==> src/rtl/dma_stride_xfer_if.sv <==
// dma_stride_xfer_if: descriptor, status, external-memory and RAM buses of the strided DMA.
interface dma_stride_xfer_if #(
    parameter int DW  = 32,
    parameter int AW  = 32,
    parameter int RAW = 16,
    parameter int CW  = 11,
    parameter int SW  = 24
);
    logic           start;
    logic           dir;
    logic           abort;
    logic [AW-1:0]  base_ext;
    logic [RAW-1:0] base_ram;
    logic [CW-1:0]  len_x;
    logic [CW-1:0]  len_y;
    logic [CW-1:0]  len_z;
    logic [SW-1:0]  stride_y;
    logic [SW-1:0]  stride_z;
    logic           busy;
    logic           done;
    logic           ext_req;
    logic           ext_we;
    logic [AW-1:0]  ext_addr;
    logic [DW-1:0]  ext_wdata;
    logic           ext_rvalid;
    logic [DW-1:0]  ext_rdata;
    logic           ext_wack;
    logic           ram_we;
    logic [RAW-1:0] ram_addr;
    logic [DW-1:0]  ram_wdata;
    logic [DW-1:0]  ram_rdata;

    modport master (
        input  start, dir, abort, base_ext, base_ram, len_x, len_y, len_z, stride_y, stride_z,
        input  ext_rvalid, ext_rdata, ext_wack, ram_rdata,
        output busy, done, ext_req, ext_we, ext_addr, ext_wdata, ram_we, ram_addr, ram_wdata
    );

    modport slave (
        output start, dir, abort, base_ext, base_ram, len_x, len_y, len_z, stride_y, stride_z,
        output ext_rvalid, ext_rdata, ext_wack, ram_rdata,
        input  busy, done, ext_req, ext_we, ext_addr, ext_wdata, ram_we, ram_addr, ram_wdata
    );
endinterface

==> src/rtl/dma_stride_xfer.sv <==
// dma_stride_xfer: bidirectional 3-D strided DMA between external memory and a linear on-chip RAM.
module dma_stride_xfer #(
    parameter int DW  = 32,
    parameter int AW  = 32,
    parameter int RAW = 16,
    parameter int CW  = 11,
    parameter int SW  = 24
) (
    input logic             clk,
    input logic             rst,
    dma_stride_xfer_if.master bus
);
    typedef enum logic [2:0] {IDLE, EXT_RD, RAM_WR, RAM_RD, RAM_WAIT, EXT_WR, DONE} state_t;

    state_t         state_q, state_d;
    logic           dir_q, dir_d;
    logic [CW-1:0]  lx_q, lx_d, ly_q, ly_d, lz_q, lz_d;
    logic [CW-1:0]  x_q, x_d, y_q, y_d, z_q, z_d;
    logic [SW-1:0]  sy_q, sy_d, sz_q, sz_d;
    logic [AW-1:0]  row_q, row_d, plane_q, plane_d;
    logic [RAW-1:0] ram_q, ram_d;
    logic [DW-1:0]  data_q, data_d;
    logic           step, fin;

    always_comb begin
        state_d = state_q;
        dir_d   = dir_q;
        lx_d    = lx_q;
        ly_d    = ly_q;
        lz_d    = lz_q;
        x_d     = x_q;
        y_d     = y_q;
        z_d     = z_q;
        sy_d    = sy_q;
        sz_d    = sz_q;
        row_d   = row_q;
        plane_d = plane_q;
        ram_d   = ram_q;
        data_d  = data_q;
        fin     = 1'b0;
        step    = (state_q == RAM_WR) || (state_q == EXT_WR && bus.ext_wack);
        case (state_q)
            IDLE: if (bus.start && !bus.abort) begin
                dir_d   = bus.dir;
                lx_d    = bus.len_x;
                ly_d    = bus.len_y;
                lz_d    = bus.len_z;
                sy_d    = bus.stride_y;
                sz_d    = bus.stride_z;
                x_d     = '0;
                y_d     = '0;
                z_d     = '0;
                row_d   = bus.base_ext;
                plane_d = bus.base_ext;
                ram_d   = bus.base_ram;
                state_d = (bus.len_x == '0 || bus.len_y == '0 || bus.len_z == '0) ? DONE :
                          bus.dir ? RAM_RD : EXT_RD;
            end
            EXT_RD: if (bus.ext_rvalid) begin
                data_d  = bus.ext_rdata;
                state_d = RAM_WR;
            end
            RAM_RD:   state_d = RAM_WAIT;
            RAM_WAIT: begin
                data_d  = bus.ram_rdata;
                state_d = EXT_WR;
            end
            DONE:     state_d = IDLE;
            default:  ;
        endcase
        // advance the x/y/z nest in the same cycle the word completes
        if (step) begin
            ram_d = ram_q + RAW'(1);
            if (x_q != lx_q - CW'(1)) begin
                x_d = x_q + CW'(1);
            end else begin
                x_d = '0;
                if (y_q != ly_q - CW'(1)) begin
                    y_d   = y_q + CW'(1);
                    row_d = row_q + AW'(sy_q);
                end else begin
                    y_d = '0;
                    if (z_q != lz_q - CW'(1)) begin
                        z_d     = z_q + CW'(1);
                        plane_d = plane_q + AW'(sz_q);
                        row_d   = plane_d;
                    end else begin
                        fin = 1'b1;
                    end
                end
            end
            state_d = fin ? DONE : dir_q ? RAM_RD : EXT_RD;
        end
        if (bus.abort && state_q != IDLE) state_d = IDLE;
    end

    always_ff @(posedge clk or posedge rst) begin
        if (rst) begin
            state_q <= IDLE;
            dir_q   <= 1'b0;
            lx_q    <= '0;
            ly_q    <= '0;
            lz_q    <= '0;
            x_q     <= '0;
            y_q     <= '0;
            z_q     <= '0;
            sy_q    <= '0;
            sz_q    <= '0;
            row_q   <= '0;
            plane_q <= '0;
            ram_q   <= '0;
            data_q  <= '0;
        end else begin
            state_q <= state_d;
            dir_q   <= dir_d;
            lx_q    <= lx_d;
            ly_q    <= ly_d;
            lz_q    <= lz_d;
            x_q     <= x_d;
            y_q     <= y_d;
            z_q     <= z_d;
            sy_q    <= sy_d;
            sz_q    <= sz_d;
            row_q   <= row_d;
            plane_q <= plane_d;
            ram_q   <= ram_d;
            data_q  <= data_d;
        end
    end

    assign bus.busy      = state_q != IDLE;
    assign bus.done      = state_q == DONE;
    assign bus.ext_req   = (state_q == EXT_RD) || (state_q == EXT_WR);
    assign bus.ext_we    = state_q == EXT_WR;
    assign bus.ext_addr  = row_q + AW'(x_q);
    assign bus.ext_wdata = data_q;
    assign bus.ram_we    = state_q == RAM_WR;
    assign bus.ram_addr  = ram_q;
    assign bus.ram_wdata = data_q;
endmodule
==> src/flat_wrapper.sv <==
// flat-port wrapper written by rule: the top's interface ports become plain ports
module dma_stride_xfer_flat 
#(
    parameter int DW  = 32,
    parameter int AW  = 32,
    parameter int RAW = 16,
    parameter int CW  = 11,
    parameter int SW  = 24
)
  (clk, rst, bus_start, bus_dir, bus_abort, bus_base_ext, bus_base_ram, bus_len_x, bus_len_y, bus_len_z, bus_stride_y, bus_stride_z, bus_ext_rvalid, bus_ext_rdata, bus_ext_wack, bus_ram_rdata, bus_busy, bus_done, bus_ext_req, bus_ext_we, bus_ext_addr, bus_ext_wdata, bus_ram_we, bus_ram_addr, bus_ram_wdata);
  dma_stride_xfer_if #(.DW(DW), .AW(AW), .RAW(RAW), .CW(CW), .SW(SW)) bus_i ();
  input logic clk;
  input logic rst;
  input wire logic [$bits(bus_i.start)-1:0] bus_start;
  input wire logic [$bits(bus_i.dir)-1:0] bus_dir;
  input wire logic [$bits(bus_i.abort)-1:0] bus_abort;
  input wire logic [$bits(bus_i.base_ext)-1:0] bus_base_ext;
  input wire logic [$bits(bus_i.base_ram)-1:0] bus_base_ram;
  input wire logic [$bits(bus_i.len_x)-1:0] bus_len_x;
  input wire logic [$bits(bus_i.len_y)-1:0] bus_len_y;
  input wire logic [$bits(bus_i.len_z)-1:0] bus_len_z;
  input wire logic [$bits(bus_i.stride_y)-1:0] bus_stride_y;
  input wire logic [$bits(bus_i.stride_z)-1:0] bus_stride_z;
  input wire logic [$bits(bus_i.ext_rvalid)-1:0] bus_ext_rvalid;
  input wire logic [$bits(bus_i.ext_rdata)-1:0] bus_ext_rdata;
  input wire logic [$bits(bus_i.ext_wack)-1:0] bus_ext_wack;
  input wire logic [$bits(bus_i.ram_rdata)-1:0] bus_ram_rdata;
  output wire logic [$bits(bus_i.busy)-1:0] bus_busy;
  output wire logic [$bits(bus_i.done)-1:0] bus_done;
  output wire logic [$bits(bus_i.ext_req)-1:0] bus_ext_req;
  output wire logic [$bits(bus_i.ext_we)-1:0] bus_ext_we;
  output wire logic [$bits(bus_i.ext_addr)-1:0] bus_ext_addr;
  output wire logic [$bits(bus_i.ext_wdata)-1:0] bus_ext_wdata;
  output wire logic [$bits(bus_i.ram_we)-1:0] bus_ram_we;
  output wire logic [$bits(bus_i.ram_addr)-1:0] bus_ram_addr;
  output wire logic [$bits(bus_i.ram_wdata)-1:0] bus_ram_wdata;
  assign bus_i.start = bus_start;
  assign bus_i.dir = bus_dir;
  assign bus_i.abort = bus_abort;
  assign bus_i.base_ext = bus_base_ext;
  assign bus_i.base_ram = bus_base_ram;
  assign bus_i.len_x = bus_len_x;
  assign bus_i.len_y = bus_len_y;
  assign bus_i.len_z = bus_len_z;
  assign bus_i.stride_y = bus_stride_y;
  assign bus_i.stride_z = bus_stride_z;
  assign bus_i.ext_rvalid = bus_ext_rvalid;
  assign bus_i.ext_rdata = bus_ext_rdata;
  assign bus_i.ext_wack = bus_ext_wack;
  assign bus_i.ram_rdata = bus_ram_rdata;
  assign bus_busy = bus_i.busy;
  assign bus_done = bus_i.done;
  assign bus_ext_req = bus_i.ext_req;
  assign bus_ext_we = bus_i.ext_we;
  assign bus_ext_addr = bus_i.ext_addr;
  assign bus_ext_wdata = bus_i.ext_wdata;
  assign bus_ram_we = bus_i.ram_we;
  assign bus_ram_addr = bus_i.ram_addr;
  assign bus_ram_wdata = bus_i.ram_wdata;
  dma_stride_xfer #(.DW(DW), .AW(AW), .RAW(RAW), .CW(CW), .SW(SW)) u_core (.clk(clk), .rst(rst), .bus(bus_i));
endmodule
==> config.mk <==
export PLATFORM = sky130hd
export DESIGN_NAME = dma_stride_xfer_flat
export DESIGN_NICKNAME = d
export VERILOG_FILES = /design/src/rtl/dma_stride_xfer_if.sv /design/src/rtl/dma_stride_xfer.sv /design/src/flat_wrapper.sv
export SDC_FILE = /design/constraint.sdc
export NUM_CORES = 1
export LEC_CHECK = 0
export ABC_AREA = 1
export CORE_MARGIN = 2
export CORE_UTILIZATION = 32
export DETAILED_ROUTE_END_ITERATION = 7
export GPL_TIMING_DRIVEN = 0
export PLACE_DENSITY = 0.52
export SYNTH_ARGS = -nofsm -noshare
export SYNTH_HDL_FRONTEND = slang
export SYNTH_SLANG_ARGS = --single-unit
==> constraint.sdc <==
create_clock -name clk -period 7.94 [get_ports clk]
set_input_delay 1.588 -clock clk [delete_from_list [all_inputs] [get_ports clk]]
set_output_delay 1.588 -clock clk [all_outputs]
set_load 0.05 [all_outputs]
==> impl_metrics.py, run 1 <==
metrics = {
    "worst_setup_path": {
        "max_stage_delay_ns": 0.87,
        "end_kind": "primary output",
        "cp.required_ns": 6.35,
        "r2r_slack_ns": 4.47,
        "crit_path_max_fanout": 6,
        "worstPathArrival_ns": 5.12,
        "rr_endpoint": "u_core.lx_q[2]",
        "reg2reg_depth": 9,
        "worstSetupPathType": "flip-flop to primary output",
        "crit_path_top_delay_cell": "clkdlybuf4s50_1",
        "regToRegStartpoint": "u_core.state_q[1]",
        "crit_path_start_kind": "flip-flop",
        "crit_chain": "inv_1 -> fa_1 -> o21ai_0 -> a21oi_1 -> o21ai_0 -> nand3_1 -> nor2_1 -> nand2_1 -> nor2_1 -> xor2_1 -> clkdlybuf4s50_1",
    },
    "synthesis": {
        "ys_async_sr_fraction_pct": 100,
        "seq_area_frac_synth_pct": 33.1,
        "synth_xor_area_share_pct": 5.49,
        "syn-mean-instance-area_um2": 6.54,
        "ys.flop_type": "dfrtp_1",
        "synthesis.area_um2": 17400,
        "synth_cell_types": 47,
        "synthAdderAreaFrac_pct": 5.09,
        "synth_edf_count": 0,
        "synth.largest_area_cell": "dfrtp_1",
        "synth-simple-area-share_pct": 37.0,
        "ys_ff_latch": 230,
        "synth.top_cell.area_share_pct": 33.1,
        "synth_top_cells_by_area": "dfrtp_1 (33%), nand2_1 (21%), nor2_1 (5.8%)",
        "synth.mux.area_fraction_pct": 0,
        "yosysMostFrequentCell": "nand2_1",
        "synth_warnings": 0,
        "synth_nets": 2928,
        "synth_top_family_by_area": "simple AND/OR/NAND/NOR gates",
        "synth_common_cells": "nand2_1 (987), nor2_1 (269), inv_1 (246), dfrtp_1 (230), nand3_1 (170)",
        "syn_inst": 2659,
        "synth_compound_gate_area_share_pct": 10.4,
    },
    "sta": {
        "period_share_pct": 84.5,
        "setup-tns-final_ns": 0,
        "tightest_slew_ns": 1.04,
        "whs_ns": 0.472,
        "hold_viol_final": 0,
        "final.setup.worst_slack_ns": 1.23,
        "fmax_mhz": 149,
        "skew_ns": 0.0257,
        "finalMaxSlewViolations": 0,
        "max_slew_margin_pct": 30.6,
        "period_minus_slack_ns": 6.71,
        "rsz0062_at_grt": "no",
        "setup_violations": 0,
    },
    "clocking": {
        "post_cts_buffers": 0,
        "clkLatencyLatePin_ns": 0.61,
        "path_clk_slew_ns": 0.06,
        "cts.sink_count": 230,
        "cts_root_buffer": "clkbuf_16",
        "ctsResizeCount": 0,
        "cts_buffers": 31,
        "cts_max_level": 1,
        "tritoncts": "yes",
        "cts_hold_buf": 0,
        "cts_buffer_depth": 3,
    },
    "global_route": {
        "grt_pass1_vias": 18100,
        "grt_pass1_wl_um": 106000,
        "grtUsageMet3_pct": 3.60,
        "grt_max_degree": 88,
        "gr-usage-met1_pct": 33.7,
        "use_met2_pct": 40.4,
        "antenna_found_initial": 1,
        "overflow": 0,
        "grt_busiest_layer": "met2",
        "gr-usage-all-layers_pct": 24.5,
    },
    "route": {
        "vias": 18500,
        "first_iter_violations": 1529,
        "via_per_inst": 4.97,
        "drc": 0,
        "antenna_left": 0,
        "firstDrtPassIters": 5,
        "finalWirelength_um": 70200,
        "wl_per_cell_um": 18.8,
    },
    "placement": {
        "hpwl_um": 56700,
        "dpl.cell_count": 3673,
        "pre_cts_ws_ns": 2.01,
        "gp_congestion": 0.924,
        "postPlaceCellArea_um2": 21500,
        "port_buffers": 316,
    },
    "finish": {
        "finalCoreUtilization_pct": 42.1,
        "area_delta_synth_final_pct": 30.1,
        "final_area_um2": 22600,
        "fill_cells": 5691,
        "fin_nets": 3279,
        "drive_gt1_share_pct": 5.08,
        "final_cells": 3730,
    },
    "hold_path": {
        "min_to": "u_core.sz_q[17]",
        "min_from": "u_core.sz_q[17]",
        "hold_path_depth": 2,
        "min_path_type": "flip-flop to flip-flop",
    },
    "floorplanning": {
        "fp.dieH_um": 237,
        "die_w_um": 237,
        "coreArea_um2": 53800,
        "rows": 85,
        "io_pins": 317,
        "start_util_pct": 32.3,
        "die_area_um2": 56200,
    },
    "power_and_ir_drop": {
        "p_per_area_nw_per_um2": 441,
        "p_leak_nw": 11.0,
        "vdd_ir_drop_max_v": 0.000200,
        "power_mw": 9.99,
    },
    "outcome": {
        "outcome": "complete, no violations",
    },
    "run": {
        "maxCapViolations": 0,
    },
}
## worst max-delay path: cells and delay by family (launching register included)
family	cells	cell delay, ns
AO/OA/AOI/OAI	3	1.31
XOR/XNOR	1	0.30
adder cells (fa/ha/maj)	1	0.46
buffers and inverters	2	1.05
flip-flops	1	0.48
AND/OR/NAND/NOR	4	0.94
## state kept, by name, summed over array words and instances, names as in the netlist
name / count
u_core.bus.ext_wdata: 32
u_core.plane_q: 32
u_core.row_q: 32
u_core.sy_q: 24
u_core.sz_q: 24
u_core.bus.ram_addr: 16
u_core.lx_q: 11
u_core.ly_q: 11
u_core.lz_q: 11
u_core.x_q: 11
u_core.y_q: 11
u_core.z_q: 11
u_core.state_q: 3
u_core.dir_q: 1
## layer usage
metal / wire length (um) / part of all wire, %
met1: 31700 / 45
met3: 4130 / 5.9
met5: 0 / 0
met2: 32500 / 46
met4: 1750 / 2.5
## worst max path at each step
stage                        from                       to  cells past startpoint
finish              u_core.x_q[1]         bus_ext_addr[28]                     11
floorplan                     rst  u_core.bus.ext_wdata[0]                      1
detailed placement  u_core.x_q[1]         bus_ext_addr[28]                     11
CTS                 u_core.x_q[1]         bus_ext_addr[28]                     11
global placement              rst   u_core.bus.ram_addr[7]                      2
global route        u_core.x_q[0]         bus_ext_addr[28]                     12
## power by group
| part | switching, mW | internal, mW |
|---|---|---|
| combinational | 4.12 | 2.09 |
| sequential | 0.541 | 1.66 |
| clock | 0.589 | 0.985 |
## cell families (layout without fill, tap and decap cells)
family,Yosys count,after routing
buffers and inverters,366,740
XOR/XNOR,109,109
AND/OR/NAND/NOR,1559,1559
AO/OA/AOI/OAI,326,326
flip-flops,230,230
adder cells (fa/ha/maj),69,69
other,0,1
## layout make-up
class | instances | area [um2] | share of cell area, %
Multi-Input combinational cell | 2063 | 10100 | 44.5
Sequential cell | 230 | 5760 | 25.4
Timing Repair Buffer | 318 | 3220 | 14.2
Inverter | 256 | 968 | 4.28
Clock buffer | 44 | 905 | 4.00
Tap cell | 696 | 871 | 3.85
Buffer | 110 | 598 | 2.64
Clock inverter | 12 | 231 | 1.02
Antenna cell | 1 | 2.50 | 0.0111
## cells in the final DEF (no fill, tap or decap), drive strengths merged, types with 9 or more instances in the layout
cell	n
nand3b	9
inv	257
ha	66
nor4	12
nor3	36
nor2	281
dfrtp	230
clkdlybuf4s50	316
a21oi	123
xnor2	50
nand2	996
a31oi	35
nand4	38
o22ai	19
o21ai	109
nand3	174
xor2	59
clkbuf	92
buf	64
o21bai	11
No activity file was read; power rests on OpenSTA's default activity.
==> inputs of run 2 (changes only) <==
==> constraint.sdc (replaced) <==
create_clock -name clk -period 5.6 [get_ports clk]
set_input_delay 1.12 -clock clk [delete_from_list [all_inputs] [get_ports clk]]
set_output_delay 1.12 -clock clk [all_outputs]
set_load 0.05 [all_outputs]
==> impl_metrics.py, run 2 (synthesis results as in run 1) <==
metrics = {
    "sta": {
        "period_minus_slack_ns": 5.45,
        "max_slew_margin_pct": 32.0,
        "finalMaxSlewViolations": 0,
        "setup_violations": 0,
        "period_share_pct": 97.2,
        "skew_ns": 0.0236,
        "fmax_mhz": 184,
        "tightest_slew_ns": 1.02,
        "rsz0062_at_grt": "no",
        "hold_viol_final": 0,
    },
    "finish": {
        "fin_nets": 3282,
        "multi_input_area_um2": 10100,
        "finalCoreUtilization_pct": 42.1,
        "fill_cells": 5709,
        "seqCellArea_um2": 5760,
        "drive_gt1_share_pct": 5.20,
        "area_delta_synth_final_pct": 30.1,
        "layout_common_cells": "nand2_1 (987), clkdlybuf4s50_1 (309), nor2_1 (269), inv_1 (245), dfrtp_1 (230)",
        "final_area_um2": 22600,
        "final_common_cell": "nand2_1",
        "n_antenna_cell": 0,
    },
    "placement": {
        "postPlaceCellArea_um2": 21600,
        "gp_congestion": 0.922,
        "port_buffers": 316,
        "hpwl_um": 56900,
    },
    "power_and_ir_drop": {
        "power_mw": 14.0,
        "p_sw_mw": 7.42,
        "comb_power_share_pct": 62.5,
        "p_leak_nw": 11.1,
        "p_int_mw": 6.61,
        "vdd_ir_drop_max_v": 0.000351,
        "seqPwrFrac_pct": 22.4,
        "clockPowerShare_pct": 15.1,
        "switching_share_pct": 52.9,
        "p_per_area_nw_per_um2": 620,
    },
    "outcome": {
        "outcome": "complete, no violations",
    },
    "global_route": {
        "overflow": 0,
        "antenna_found_initial": 0,
        "gr-usage-all-layers_pct": 24.3,
        "grt_pass1_vias": 18100,
        "grt_pass1_wl_um": 106000,
        "grt_max_degree": 41,
    },
    "floorplanning": {
        "io_pins": 317,
        "rows": 85,
        "start_util_pct": 32.3,
        "fp.dieH_um": 237,
        "coreArea_um2": 53800,
        "die_w_um": 237,
        "die_area_um2": 56200,
    },
    "clocking": {
        "cts_buffer_depth": 3,
        "cts.sink_count": 230,
        "path_clk_slew_ns": 0.06,
        "cts_max_level": 1,
        "cts_hold_buf": 0,
        "cts_buffers": 30,
        "clkLatencyLatePin_ns": 0.59,
        "tritoncts": "yes",
        "cts_root_buffer": "clkbuf_16",
    },
    "worst_setup_path": {
        "crit_path_max_fanout": 8,
        "crit_path_start_kind": "flip-flop",
        "worstPathArrival_ns": 4.33,
        "crit_end": "bus_ext_addr[21]",
        "worstSetupPathType": "flip-flop to primary output",
        "regToRegStartpoint": "u_core.state_q[1]",
        "r2r_slack_ns": 2.10,
        "end_kind": "primary output",
        "cp.required_ns": 4.48,
        "cp-startpoint": "u_core.x_q[2]",
        "rr_endpoint": "u_core.sy_q[23]",
        "reg2reg_depth": 10,
    },
    "route": {
        "antenna_left": 0,
        "firstDrtPassIters": 7,
        "finalWirelength_um": 70000,
        "vias": 18700,
        "first_iter_violations": 1369,
        "drc": 0,
        "via_per_inst": 5.02,
        "wl_per_cell_um": 18.8,
    },
    "hold_path": {
        "min_path_type": "flip-flop to flip-flop",
    },
    "run": {
        "maxCapViolations": 0,
    },
}
## run 2: cell types whose count changed in the layout (fill, tap and decap cells not counted), sizes merged, moves of 2 or more
cell / before / now
clkdlybuf4s50: 316 / 309
dlygate4sd2: 0 / 5
dlymetal6s2s: 0 / 2
clkinvlp: 0 / 2
clkbuf: 92 / 94
buf: 64 / 68
bufinv: 6 / 4
## run 2: how the worst min path moves through the flow
stage	to	cells past startpoint	startpoint
after floorplan	u_core.dir_q	2	u_core.dir_q
after global placement	u_core.dir_q	2	u_core.dir_q
after detailed placement	u_core.dir_q	2	u_core.dir_q
after CTS	u_core.sz_q[16]	2	u_core.sz_q[16]
after global routing	u_core.sz_q[16]	2	u_core.sz_q[16]
final	u_core.sz_q[16]	2	u_core.sz_q[16]
## run 2: cell type report
class	count	share of cell area, %
clock buffers	46	4.02
repair buffers	322	14.5
flip-flops and latches	230	25.4
clock inverters	10	0.757
well taps	696	3.85
multi-input cells	2063	44.5
plain buffers	110	2.64
inverters	256	4.26
## run 2: timing repair
action,in CTS,in global routing
endpoints found under the setup margin,9,4
resized for setup,7,3
buffers inserted,0,0
hold endpoints to repair,0,0
## run 2: critical path: stages (launching register included)
cell	delay, ns
dfrtp_1	0.48
ha_1	0.38
a21oi_1	0.16
nand2_1	0.10
a21oi_1	0.29
o21ai_0	0.23
a21boi_1	0.50
nor2_2	0.23
nand2_1	0.16
xor2_1	0.33
clkdlybuf4s50_1	0.88
## run 2: power by group through the flow
stage	Sequential, mW	Clock, mW	Combinational, mW
2_1_floorplan	3.43	0	5.50
3_3_place_gp	3.14	0	8.63
3_5_place_dp	3.15	0	8.69
4_1_cts	3.13	2.17	8.71
5_1_grt	3.23	2.23	9.57
6_report	3.14	2.11	8.78
## run 2: through the flow
step                      std cells  worst slack [ns]  hold WS [ns]  TNS, ns
after floorplan                2659              1.47         0.437        0
after global placement         3671            -0.682         0.456  -145.78
after detailed placement       3677             0.127         0.466        0
after CTS                      3733            0.0411         0.483        0
after global routing           3733            0.0255         0.494        0
final                          3733             0.154         0.475        0
## run 2: routing by layer
metal / routed length [um] / global-route usage, % / up-vias
met1: 31900 / 33.5 / 8924
met4: 1670 / 5.66 / 0
met5: 0 / 0 / -
met3: 3810 / 3.09 / 90
met2: 32600 / 40.7 / 508
li1: - / - / 9219
